## src/rtl/mem_arbiter.sv

```systemverilog
// mem_arbiter: shares the single-ported unified memory between the multicycle
// CPU and the debug/loader port. One transaction at a time; each transaction
// drives the memory for WAIT_CYCLES cycles, then pulses the winner's ack for
// one cycle with read data held in a shared rdata register.
//
// Ports:
//   clk, rst                 clock (rising edge), synchronous active-high reset
//   cpu_req/we/addr/wdata    CPU request (level), held until cpu_ack
//   cpu_rdata, cpu_ack       shared read data register, one-cycle completion pulse
//   dbg_req/we/addr/wdata    debug port request, same contract as the CPU
//   dbg_rdata, dbg_ack       same rdata register, one-cycle completion pulse
//   dbg_halt                 while high, CPU requests are not granted
//   mem_en/we/addr/wdata     memory drive; mem_we only on the final access cycle
//   mem_rdata                memory read data, valid while mem_en is high
//   busy                     high whenever not idle
//   grant_dbg                current or most recent grant went to the debug port
module mem_arbiter #(
  parameter int WIDTH       = 32,
  parameter int WAIT_CYCLES = 2
) (
  input  logic             clk,
  input  logic             rst,
  input  logic             cpu_req,
  input  logic             cpu_we,
  input  logic [WIDTH-1:0] cpu_addr,
  input  logic [WIDTH-1:0] cpu_wdata,
  output logic [WIDTH-1:0] cpu_rdata,
  output logic             cpu_ack,
  input  logic             dbg_req,
  input  logic             dbg_we,
  input  logic [WIDTH-1:0] dbg_addr,
  input  logic [WIDTH-1:0] dbg_wdata,
  output logic [WIDTH-1:0] dbg_rdata,
  output logic             dbg_ack,
  input  logic             dbg_halt,
  output logic             mem_en,
  output logic             mem_we,
  output logic [WIDTH-1:0] mem_addr,
  output logic [WIDTH-1:0] mem_wdata,
  input  logic [WIDTH-1:0] mem_rdata,
  output logic             busy,
  output logic             grant_dbg
);

  typedef enum logic [1:0] {
    IDLE   = 2'd0,
    ACCESS = 2'd1,
    DONE   = 2'd2
  } state_t;

  localparam logic [3:0] CNT_LOAD = 4'(WAIT_CYCLES - 1);

  state_t           state;
  logic [3:0]       cnt;
  logic             last_dbg;   // round-robin memory: winner of the previous grant
  logic             gnt_dbg;    // owner of the current transaction (drives the acks)
  logic             lat_we;
  logic [WIDTH-1:0] lat_addr;
  logic [WIDTH-1:0] lat_wdata;
  logic [WIDTH-1:0] rdata;

  logic cpu_elig;
  logic dbg_elig;
  logic win_dbg;

  // On a tie the requester that lost the previous grant wins.
  always_comb begin
    cpu_elig = cpu_req && !dbg_halt;
    dbg_elig = dbg_req;
    win_dbg  = (cpu_elig && dbg_elig) ? !last_dbg : dbg_elig;
  end

  always_ff @(posedge clk) begin
    if (rst) begin
      state     <= IDLE;
      cnt       <= '0;
      last_dbg  <= 1'b1;
      gnt_dbg   <= 1'b0;
      lat_we    <= 1'b0;
      lat_addr  <= '0;
      lat_wdata <= '0;
      rdata     <= '0;
    end else begin
      case (state)
        IDLE: begin
          if (cpu_elig || dbg_elig) begin
            state     <= ACCESS;
            cnt       <= CNT_LOAD;
            last_dbg  <= win_dbg;
            gnt_dbg   <= win_dbg;
            lat_we    <= win_dbg ? dbg_we    : cpu_we;
            lat_addr  <= win_dbg ? dbg_addr  : cpu_addr;
            lat_wdata <= win_dbg ? dbg_wdata : cpu_wdata;
          end
        end
        ACCESS: begin
          if (cnt == '0) begin
            if (!lat_we) rdata <= mem_rdata;
            state <= DONE;
          end else begin
            cnt <= cnt - 4'd1;
          end
        end
        DONE:    state <= IDLE;
        default: state <= IDLE;
      endcase
    end
  end

  // Moore decode; the memory strobes are additionally gated by rst so that a
  // reset landing on the final access cycle never produces a write.
  always_comb begin
    busy      = (state != IDLE);
    mem_en    = (state == ACCESS) && !rst;
    mem_we    = (state == ACCESS) && (cnt == '0) && lat_we && !rst;
    mem_addr  = lat_addr;
    mem_wdata = lat_wdata;
    cpu_ack   = (state == DONE) && !gnt_dbg;
    dbg_ack   = (state == DONE) && gnt_dbg;
    cpu_rdata = rdata;
    dbg_rdata = rdata;
    grant_dbg = gnt_dbg;
  end

endmodule

```

## config.mk

```make
export PLATFORM = sky130hd
export DESIGN_NAME = mem_arbiter
export DESIGN_NICKNAME = d
export VERILOG_FILES = /design/src/rtl/mem_arbiter.sv
export SDC_FILE = /design/constraint.sdc
export NUM_CORES = 1
export LEC_CHECK = 0
export BUFFER_PORTS_ARGS = -buffer_cell sky130_fd_sc_hd__buf_2
export CAP_MARGIN = 20
export CORE_MARGIN = 5
export CORE_UTILIZATION = 39
export CTS_BUF_LIST = sky130_fd_sc_hd__clkbuf_4
export DETAILED_ROUTE_END_ITERATION = 12
export PLACE_DENSITY = 0.79
export SETUP_SLACK_MARGIN = 0.5
export SLEW_MARGIN = 25
export SYNTH_ARGS = -nofsm -noshare
export SYNTH_HDL_FRONTEND = slang
export SYNTH_SLANG_ARGS = --single-unit
```

## constraint.sdc

```tcl
create_clock -name clk -period 1.5 [get_ports clk]
set_input_delay 0.15 -clock clk [delete_from_list [all_inputs] [get_ports clk]]
set_output_delay 0.15 -clock clk [all_outputs]
set_load 0.05 [all_outputs]
```

==> results of run 1 <==
-- cells by family after synthesis --
kind of cell    count (synthesis)  synth area share
mux                            66             0.150
buf+inv                        68            0.0973
compound gates                105             0.177
simple gates                   94            0.0944
flops                         105             0.476
fa+ha+maj                       2           0.00567
-- timing repair --
item / in CTS
endpoints found under the hold margin: 99
endpoints found under the setup margin: 239
pin swaps: 68
resized for setup: 332
gates cloned: 25
hold buffers: 163
buffers inserted: 35
-- stage by stage --
step	cells	util	TNS, ps
after detailed placement	836	0.549	-835
after CTS	1074	0.920	-2730
after global placement	836	0.549	0
after floorplan	440	-	-7.64
==> impl_metrics.py, run 1 <==
metrics = {
    "die": {
        "start_util": 0.402,
        "die_y_um": 116,
        "ios": 301,
        "die_w_um": 116,
        "rows": 38,
    },
    "run_status": {
        "failing_step": "global routing",
        "status": "did not finish",
        "first-error": "[ERROR DPL-0038] Utilization greater than 100%, impossible to legalize",
    },
    "grt": {
        "grt_max_degree": 33,
    },
    "synth": {
        "synth.most_common_cell": "dfxtp_1",
        "syn_inst": 440,
        "seq_area_frac_synth": 0.476,
        "synth.avg_cell_area_um2": 10.0,
        "synthArstFlopShare": 0,
        "synth.distinct_cells": 29,
        "synth_top_area_share": 0.476,
        "synth_edf_count": 0,
        "synth_fp_nets": 609,
        "synth-seq-cells": 105,
        "yosysWarnings": 0,
        "syn_area_um2": 4410,
        "synthTopCellsByCount": "105 x dfxtp_1, 67 x nand2_1, 66 x mux2i_1",
        "ys_top_cells_by_area": "dfxtp_1 48%, mux2i_1 15%, o2bb2ai_1 13%",
        "synth_area_leader_cell": "dfxtp_1",
        "ys.flop_type": "dfxtp_1",
    },
    "placed_design": {
        "gp_congestion": 0.906,
        "dp_slack_ps": -44.5,
        "io_buffer_count": 300,
        "dpl.hpwl_um": 10900,
        "place_area_um2": 6030,
    },
    "clocking": {
        "cts_max_path_buffers": 2,
        "cts.sinks": 105,
        "cts_root_buf": "clkbuf_4",
        "cts_max_level": 3,
        "numCtsBuffers": 9,
    },
    "timing": {
        "grt_repair_worst_endpoint": "mem_we",
        "worst-ep-kind": "output port",
    },
}
==> run 2, diff against run 1 <==
Settings changed: CORE_UTILIZATION 39 to 30, CTS_BUF_LIST sky130_fd_sc_hd__clkbuf_4 to unset, PLACE_DENSITY 0.79 to unset, PLACE_DENSITY_LB_ADDON set to 0.15, SETUP_SLACK_MARGIN 0.5 to unset.
Clock period 1.5 ns to 2 ns, I/O delays scaled along.
==> run 2 against run 1 <==
Effect of this change:
- the flow now finishes without violations
- area after synthesis stayed put
- synthesized cell count stayed put
==> impl_metrics.py, run 2 <==
metrics = {
    "run_status": {
        "status": "finished, final reports clean",
    },
    "pwr": {
        "p_leak_nw": 3.16,
        "power_mw": 5.89,
        "ir_drop_mv": 0.479,
        "powerDensity_nw_per_um2": 954,
    },
    "final_layout": {
        "area_growth_pct": 39.8,
        "drive_gt1_frac": 0.477,
        "layout_commonest_cell": "buf_2",
        "mostFrequentLayoutCells": "299 x buf_2, 105 x dfxtp_1, 66 x mux2i_1, 66 x nand2_1, 65 x o2bb2ai_1",
        "num_antenna_cells": 0,
        "nets": 868,
    },
    "synth": {
        "synthTopCellsByCount": "105 x dfxtp_1, 67 x nand2_1, 66 x mux2i_1",
        "synth-seq-cells": 105,
        "synth_area_leader_cell": "dfxtp_1",
        "synth_fp_nets": 609,
        "yosysWarnings": 0,
        "synth.avg_cell_area_um2": 10.0,
        "seq_area_frac_synth": 0.476,
        "synthArstFlopShare": 0,
        "synth_edf_count": 0,
        "ys.flop_type": "dfxtp_1",
        "synth.most_common_cell": "dfxtp_1",
        "ys_top_cells_by_area": "dfxtp_1 48%, mux2i_1 15%, o2bb2ai_1 13%",
        "syn_area_um2": 4410,
        "synth_top_area_share": 0.476,
        "syn_inst": 440,
        "synth.distinct_cells": 29,
    },
    "clocking": {
        "cts.sinks": 105,
        "worst_skew_pair.late_latency_ps": 340,
        "cts_tree": "yes",
        "cts_max_path_buffers": 2,
        "cts_root_buf": "clkbuf_16",
        "cts_max_level": 3,
        "path_clk_slew_ps": 70,
        "numCtsBuffers": 9,
        "holdBufCountCts": 0,
    },
    "route": {
        "drc": 0,
        "drtIter0Drc": 164,
        "vias": 4055,
        "via_per_inst": 4.57,
        "first_pass_iters": 4,
        "antenna_left": 0,
        "avgRoutedWirePerCell_um": 15.0,
        "routed_wl_um": 13300,
    },
    "setup_path": {
        "cp_data_arrival_time_ps": 1670,
        "reg2reg_setup_slack_ps": 290,
        "cp_data_required_time_ps": 1800,
        "worstReg2RegEnd": "cpu_rdata[28]$_SDFFE_PP0P_",
        "cp-end-kind": "output port",
        "startpoint_type": "flop",
        "crit_fanout": 4,
        "r2r-start": "cnt[0]$_SDFFE_PP0P_",
        "ff2ff_path_depth": 7,
        "critPathKind": "reg -> out",
    },
    "timing": {
        "relSlewSlack": 0.689,
        "fmaxAchievable_mhz": 535,
        "rsz0062_at_grt": "false",
        "whs_ps": 88.7,
        "period_share": 0.934,
        "setup_viol": 0,
        "slew_violations": 0,
        "clock_skew_ps": 4.77,
        "worst_slew_pin_slew_ps": 466,
        "finalCriticalPeriod_ps": 1870,
        "tns_ps": 0,
        "finalHoldViolations": 0,
    },
    "die": {
        "die_w_um": 131,
        "rows": 44,
        "dieArea_um2": 17200,
        "ios": 301,
        "core_area_um2": 14500,
        "start_util": 0.305,
        "die_y_um": 131,
    },
    "hold_path": {
        "hold_end": "cpu_rdata[14]$_SDFFE_PP0P_",
        "hp-start": "mem_rdata[14]",
        "holdPathStages": 3,
        "min_path_type": "in -> reg",
    },
    "grt": {
        "grt_pass1_vias": 4252,
        "grt.overflow.total": 0,
        "antenna_found_initial": 0,
        "grt_max_degree": 43,
        "grt_first_pass_wirelength_um": 21300,
        "grt_use_total": 0.149,
    },
    "placed_design": {
        "io_buffer_count": 300,
        "gp_congestion": 0.761,
        "dpl.hpwl_um": 10400,
    },
    "run": {
        "cap_viol_max_count": 0,
    },
}
run 2: cell counts after synthesis:
No cell type changed its count.
run 2: kinds of logic after synthesis:
| group | share of synthesized area |
|---|---|
| flops | 0.476 |
| buf+inv | 0.0973 |
| compound gates | 0.177 |
| mux | 0.150 |
| fa+ha+maj | 0.00567 |
| simple gates | 0.0944 |
run 2: cell type report:
class / instances / area (um^2)
clock buffer: 10 / 229
clock inverter: 6 / 35.0
fill: 1468 / 8310
inverter: 3 / 11.3
multi-input combinational: 267 / 1930
sequential: 105 / 2100
tap: 184 / 230
timing repair buffer: 313 / 1630
run 2: what timing repair did:
item                       in CTS  in global routing
setup endpoints to repair       1                  1
resized for setup               1                  6
pin swaps                       0                  1
setup buffers                   0                  0
run 2: power breakdown:
group          switching (mW)  total (mW)  leakage [nW]  internal (mW)
sequential              0.116        2.41         0.861           2.29
combinational            1.35        1.87          2.17          0.528
clock                   0.767        1.60         0.128          0.836
run 2: routing by layer:
metal / GRT usage / vias to the layer above / part of all wire
li1: - / 2050 / -
met1: 0.165 / 1828 / 0.40
met2: 0.260 / 166 / 0.50
met3: 0.0623 / 11 / 0.088
met4: 0.0423 / 0 / 0.014
met5: 0 / - / 0
run 2: worst max path at each step:
stage | start | to
final | cnt[0]$_SDFFE_PP0P_ | mem_we
after global routing | cnt[0]$_SDFFE_PP0P_ | mem_we
after CTS | cnt[0]$_SDFFE_PP0P_ | mem_we
after detailed placement | cnt[0]$_SDFFE_PP0P_ | cpu_rdata[28]$_SDFFE_PP0P_
after global placement | cnt[0]$_SDFFE_PP0P_ | cpu_rdata[25]$_SDFFE_PP0P_
after floorplan | grant_dbg$_SDFFE_PP0P_ | cpu_ack
run 2: stage by stage:
step | setup WS, ps | cells | area, um^2 | utilization
global placement | 357 | 872 | 5880 | 0.406
floorplan | 88.8 | 440 | 4410 | -
global route | 20.6 | 888 | 6170 | 0.426
finish | 132 | 888 | 6170 | 0.426
detailed placement | 290 | 872 | 5880 | 0.406
CTS | 16.6 | 888 | 6150 | 0.424
run 2: critical path: stages (launching register included):
cell	delay, ps
dfxtp_1	330
inv_1	110
ha_2	230
nand2b_4	90
nor4_4	230
and2_1	180
buf_6	160
Power figures use the tool's default switching activity.
==> run 3, diff against run 2 <==
--- a/config.mk
+++ b/config.mk
@@ -12,2 +12,3 @@
 export DETAILED_ROUTE_END_ITERATION = 12
+export HOLD_SLACK_MARGIN = 0.12
 export PLACE_DENSITY_LB_ADDON = 0.15
--- a/constraint.sdc
+++ b/constraint.sdc
@@ -3,2 +3,2 @@
 set_output_delay 0.2 -clock clk [all_outputs]
-set_load 0.05 [all_outputs]
+set_load 0.1 [all_outputs]
==> run 3 against run 2 <==
Effect of this change:
- register-to-register slack worse by 160 ps
- routed wire length up 5.8%
- die area unchanged
- clock-buffer cell count increased by 2
- sequential power about the same
- clock power is 14% higher
- critical endpoint unchanged
==> impl_metrics.py, run 3 (synthesis gave the netlist of run 2 again) <==
metrics = {
    "clocking": {
        "cts_max_level": 3,
        "cts_tree": "yes",
        "numCtsBuffers": 9,
        "worst_skew_pair.late_latency_ps": 340,
        "cts.sinks": 105,
        "cts_root_buf": "clkbuf_16",
        "cts_max_path_buffers": 2,
        "path_clk_slew_ps": 70,
    },
    "pwr": {
        "swShare": 0.441,
        "p_leak_nw": 3.44,
        "powerDensity_nw_per_um2": 1040,
        "comb_power_share": 0.404,
        "clkPwrFrac": 0.257,
        "p_switching_mw": 3.14,
        "seq_power_share": 0.339,
        "intPower_mw": 3.98,
        "ir_drop_mv": 0.388,
    },
    "route": {
        "vias": 4303,
        "antenna_left": 0,
        "avgRoutedWirePerCell_um": 14.9,
        "routed_wl_um": 14100,
        "first_pass_iters": 4,
        "via_per_inst": 4.56,
        "drtIter0Drc": 78,
        "drc": 0,
    },
    "hold_path": {
        "min_path_type": "in -> reg",
        "hp-start": "dbg_wdata[5]",
    },
    "setup_path": {
        "crit_fanout": 4,
        "startpoint": "cnt[0]$_SDFFE_PP0P_",
        "critPathTopFamily": "simple AND/OR/NAND/NOR gates",
        "cp_cell_sequence": "inv_1, ha_2, nand2b_4, nor4_2, and2_4, buf_12",
        "startpoint_type": "flop",
        "cp_data_arrival_time_ps": 1700,
        "max_stage_delay_ps": 330,
        "cp_data_required_time_ps": 1800,
        "r2r-start": "last_dbg$_SDFFE_PP1P_",
        "cp-end-kind": "output port",
        "path_buf_inv": 2,
        "critPathKind": "reg -> out",
        "reg2reg_setup_slack_ps": 130,
        "crit_slowest_cell": "dfxtp_1",
    },
    "run": {
        "cap_viol_max_count": 0,
    },
    "placed_design": {
        "dp_slack_ps": 273,
        "gp_congestion": 0.742,
        "io_buffer_count": 300,
        "dpl.hpwl_um": 10300,
    },
    "die": {
        "core_area_um2": 14500,
        "dieArea_um2": 17200,
        "die_y_um": 131,
        "start_util": 0.305,
        "rows": 44,
        "die_w_um": 131,
        "ios": 301,
    },
    "final_layout": {
        "nets": 923,
        "area_growth_pct": 54.6,
        "layout_commonest_cell": "buf_2",
        "drive_gt1_frac": 0.455,
        "mostFrequentLayoutCells": "299 x buf_2, 105 x dfxtp_1, 66 x mux2i_1, 66 x nand2_1, 65 x o2bb2ai_1",
        "num_antenna_cells": 0,
    },
    "timing": {
        "whs_ps": 129,
        "rsz0062_at_grt": "false",
        "clock_skew_ps": 8.79,
        "period_share": 0.950,
        "finalWorstSetupSlack_ps": 101,
        "finalHoldViolations": 0,
        "relSlewSlack": 0.657,
        "slew_violations": 0,
        "finalCriticalPeriod_ps": 1900,
        "setup_viol": 0,
        "tns_ps": 0,
        "fmaxAchievable_mhz": 527,
        "worst_slew_pin_slew_ps": 518,
    },
    "grt": {
        "grt_max_degree": 57,
        "grt_first_pass_wirelength_um": 22800,
        "grt.overflow.total": 0,
        "antenna_found_initial": 0,
        "grt_pass1_vias": 4571,
        "grt_use_total": 0.158,
    },
    "run_status": {
        "status": "finished, final reports clean",
    },
}
==> run 3: cell count changes in the layout (fill, tap and decap cells not counted), moves of 2 or more <==
| cell | change |
|---|---|
| clkinv_2 | -2 |
| clkbuf_8 | +3 |
| dlygate4sd3_1 | +51 |
| buf_12 | +3 |
| clkinvlp_4 | -2 |
==> run 3: worst reg2reg max path: stages (launching register included) <==
cell	delay, ps
dfxtp_1	340
nand3b_1	170
nand2_4	210
buf_12	220
mux2i_1	210
dlygate4sd3_1	560
o2bb2ai_1	50
==> run 3: what timing repair did <==
item                                    in CTS  in global routing
gates resized for setup                      0                  4
endpoints found under the hold margin       45                  0
endpoints found under the setup margin       0                  5
setup buffers                                0                  5
hold buffers                                51                  0
==> run 3: area by class of cell <==
class	count	area, um^2
clock buffers	12	267
flip-flops and latches	105	2100
inverters	3	11.3
well taps	184	230
fillers	1400	7660
multi-input cells	267	1940
repair buffers	368	2220
clock inverters	4	48.8
==> run 3: worst paths after layout <==
kind	end	depth (start not counted)
hold / removal	mem_wdata[5]$_SDFFE_PP0P_	3
hold reg to reg	last_dbg$_SDFFE_PP1P_	2
setup reg to reg	mem_addr[3]$_SDFFE_PP0P_	6
setup / recovery	mem_we	6
==> run 3: metal layers <==
layer  share of wire  GRT usage
met1            0.40      0.177
met2            0.50      0.281
met3           0.071     0.0432
met4           0.025     0.0651
met5               0          0
==> run 3: stage by stage <==
stage | instance area (um^2) | util | total power [mW] | cells
2_1_floorplan | 4430 | - | 4.74 | 440
3_3_place_gp | 5920 | 0.409 | 5.22 | 870
3_5_place_dp | 5920 | 0.409 | 5.24 | 870
4_1_cts | 6740 | 0.466 | 7.18 | 937
5_1_grt | 6820 | 0.471 | 7.43 | 943
6_report | 6820 | 0.471 | 7.12 | 943
==> run 3: power groups by stage <==
stage	Combinational, mW	Clock, mW	Sequential [mW]
6_report	2.88	1.83	2.41
5_1_grt	3.00	1.99	2.44
4_1_cts	2.87	1.90	2.41
3_5_place_dp	2.79	0	2.46
3_3_place_gp	2.77	0	2.45
2_1_floorplan	0.955	0	3.79
==> run 4, diff against run 3 <==
Settings changed: CAP_MARGIN 20 to unset, GPL_ROUTABILITY_DRIVEN set to 0, MAX_ROUTING_LAYER set to met4.
==> run 4 against run 3 <==
Effect of this change:
- critical path type unchanged
- final cell count stayed put
- register-to-register slack about the same
- combinational power is essentially flat
- largest power group unchanged
==> impl_metrics.py, run 4 (synthesis gave the netlist of run 2 again) <==
metrics = {
    "route": {
        "highest_layer": "met4",
        "via_per_inst": 4.56,
        "drc": 0,
        "routed_wl_um": 14100,
        "avgRoutedWirePerCell_um": 15.0,
        "antenna_left": 0,
        "met1_length_um": 5800,
        "drtIter0Drc": 85,
        "dr_wl_met3_um": 884,
        "met2_length_um": 7060,
        "vias": 4296,
        "first_pass_iters": 4,
    },
    "grt": {
        "grt.overflow.total": 0,
        "grt_use_total": 0.162,
        "grt_first_pass_wirelength_um": 22800,
        "grt_pass1_vias": 4594,
        "grt_max_degree": 57,
        "antenna_found_initial": 0,
    },
    "timing": {
        "worst_slew_pin_slew_ps": 518,
        "finalCriticalPeriod_ps": 1900,
        "setup_viol": 0,
        "relSlewSlack": 0.657,
        "tns_ps": 0,
        "rsz0062_at_grt": "false",
        "finalWorstSetupSlack_ps": 100,
        "slew_violations": 0,
        "period_share": 0.950,
        "clock_skew_ps": 8.70,
        "fmaxAchievable_mhz": 526,
        "finalHoldViolations": 0,
    },
    "setup_path": {
        "reg2reg_setup_slack_ps": 130,
        "crit_slowest_cell": "dfxtp_1",
        "cp_cell_sequence": "inv_1, ha_2, nand2b_4, nor4_2, and2_4, buf_12",
        "max_stage_delay_ps": 330,
        "r2r-start": "last_dbg$_SDFFE_PP1P_",
        "critPathKind": "reg -> out",
        "startpoint_type": "flop",
        "cp_data_arrival_time_ps": 1700,
        "crit_fanout": 4,
        "path_buf_inv": 2,
        "critPathTopFamily": "simple AND/OR/NAND/NOR gates",
        "cp-end-kind": "output port",
        "ff2ff_path_depth": 6,
        "cp_data_required_time_ps": 1800,
        "worstReg2RegEnd": "mem_addr[3]$_SDFFE_PP0P_",
    },
    "pwr": {
        "p_leak_nw": 3.44,
        "ir_drop_mv": 0.387,
        "powerDensity_nw_per_um2": 1040,
        "power_mw": 7.12,
    },
    "clocking": {
        "path_clk_slew_ps": 70,
        "cts_root_buf": "clkbuf_16",
        "cts_max_level": 3,
        "cts_tree": "yes",
        "worst_skew_pair.late_latency_ps": 340,
        "cts.sinks": 105,
        "numCtsBuffers": 9,
        "cts_max_path_buffers": 2,
    },
    "placed_design": {
        "place_inst": 870,
        "dpl.hpwl_um": 10300,
        "dp_slack_ps": 273,
        "io_buffer_count": 300,
        "place_area_um2": 5920,
    },
    "hold_path": {
        "min_path_type": "in -> reg",
        "hp-start": "dbg_wdata[5]",
        "hold_end": "mem_wdata[5]$_SDFFE_PP0P_",
        "holdPathStages": 3,
    },
    "die": {
        "die_w_um": 131,
        "ios": 301,
        "core_area_um2": 14500,
        "dieArea_um2": 17200,
        "rows": 44,
        "die_y_um": 131,
        "start_util": 0.305,
    },
    "final_layout": {
        "drive_gt1_frac": 0.455,
        "num_antenna_cells": 0,
        "area_growth_pct": 54.6,
        "layout_commonest_cell": "buf_2",
        "final_area_um2": 6820,
        "final_cells": 943,
        "nets": 923,
        "mostFrequentLayoutCells": "299 x buf_2, 105 x dfxtp_1, 66 x mux2i_1, 66 x nand2_1, 65 x o2bb2ai_1",
    },
    "run_status": {
        "status": "finished, final reports clean",
    },
    "run": {
        "cap_viol_max_count": 0,
    },
}
[run 4: cell counts in the layout (fill, tap and decap cells not counted)]
Identical to the previous run, type by type.
[run 4: metrics by stage]
stage                      util  hold slack [ps]
after detailed placement  0.409              441
after global routing      0.471              131
after CTS                 0.466              120
after global placement    0.409              433
final                     0.471              128
after floorplan               -              336
[run 4: timing repair]
item | in CTS | in global routing
hold buffers | 51 | 0
resized for setup | 0 | 4
setup buffers | 0 | 5
endpoints found under the setup margin | 0 | 5
hold endpoints to repair | 45 | 0
[run 4: per-layer routing]
| metal | track usage | vias to the layer above |
|---|---|---|
| met4 | 0.0657 | 0 |
| li1 | - | 2158 |
| met5 | - | - |
| met3 | 0.0367 | 24 |
| met2 | 0.282 | 166 |
| met1 | 0.180 | 1948 |
[run 4: cell type report]
cell class                 count  area [um^2]
clock inverter                 4         48.8
fill                        1400         7660
timing repair buffer         368         2220
sequential                   105         2100
inverter                       3         11.3
tap                          184          230
multi-input combinational    267         1940
clock buffer                  12          267
[run 4: worst register-to-register path, stage by stage, from the launching register on]
cell and delay (ps):
dfxtp_1 340, nand3b_1 170, nand2_4 210, buf_12 220, mux2i_1 210, dlygate4sd3_1 560, o2bb2ai_1 50
[run 4: worst max-delay path by stage]
stage | from | endpoint | slack (ps) | cells past startpoint
floorplan | grant_dbg$_SDFFE_PP0P_ | dbg_ack | 140 | 1
global placement | cnt[0]$_SDFFE_PP0P_ | cpu_rdata[11]$_SDFFE_PP0P_ | 340 | 7
detailed placement | cnt[0]$_SDFFE_PP0P_ | cpu_rdata[13]$_SDFFE_PP0P_ | 270 | 7
CTS | cnt[0]$_SDFFE_PP0P_ | mem_we | 20 | 6
global route | last_dbg$_SDFFE_PP1P_ | mem_addr[27]$_SDFFE_PP0P_ | 9 | 6
finish | cnt[0]$_SDFFE_PP0P_ | mem_we | 100 | 6
[run 4: power breakdown]
part	switching (mW)	internal (mW)	leakage, nW	total (mW)
combinational	2.26	0.614	2.42	2.88
clock	0.754	1.07	0.159	1.83
sequential	0.120	2.29	0.861	2.41
total	3.14	3.98	3.44	7.12
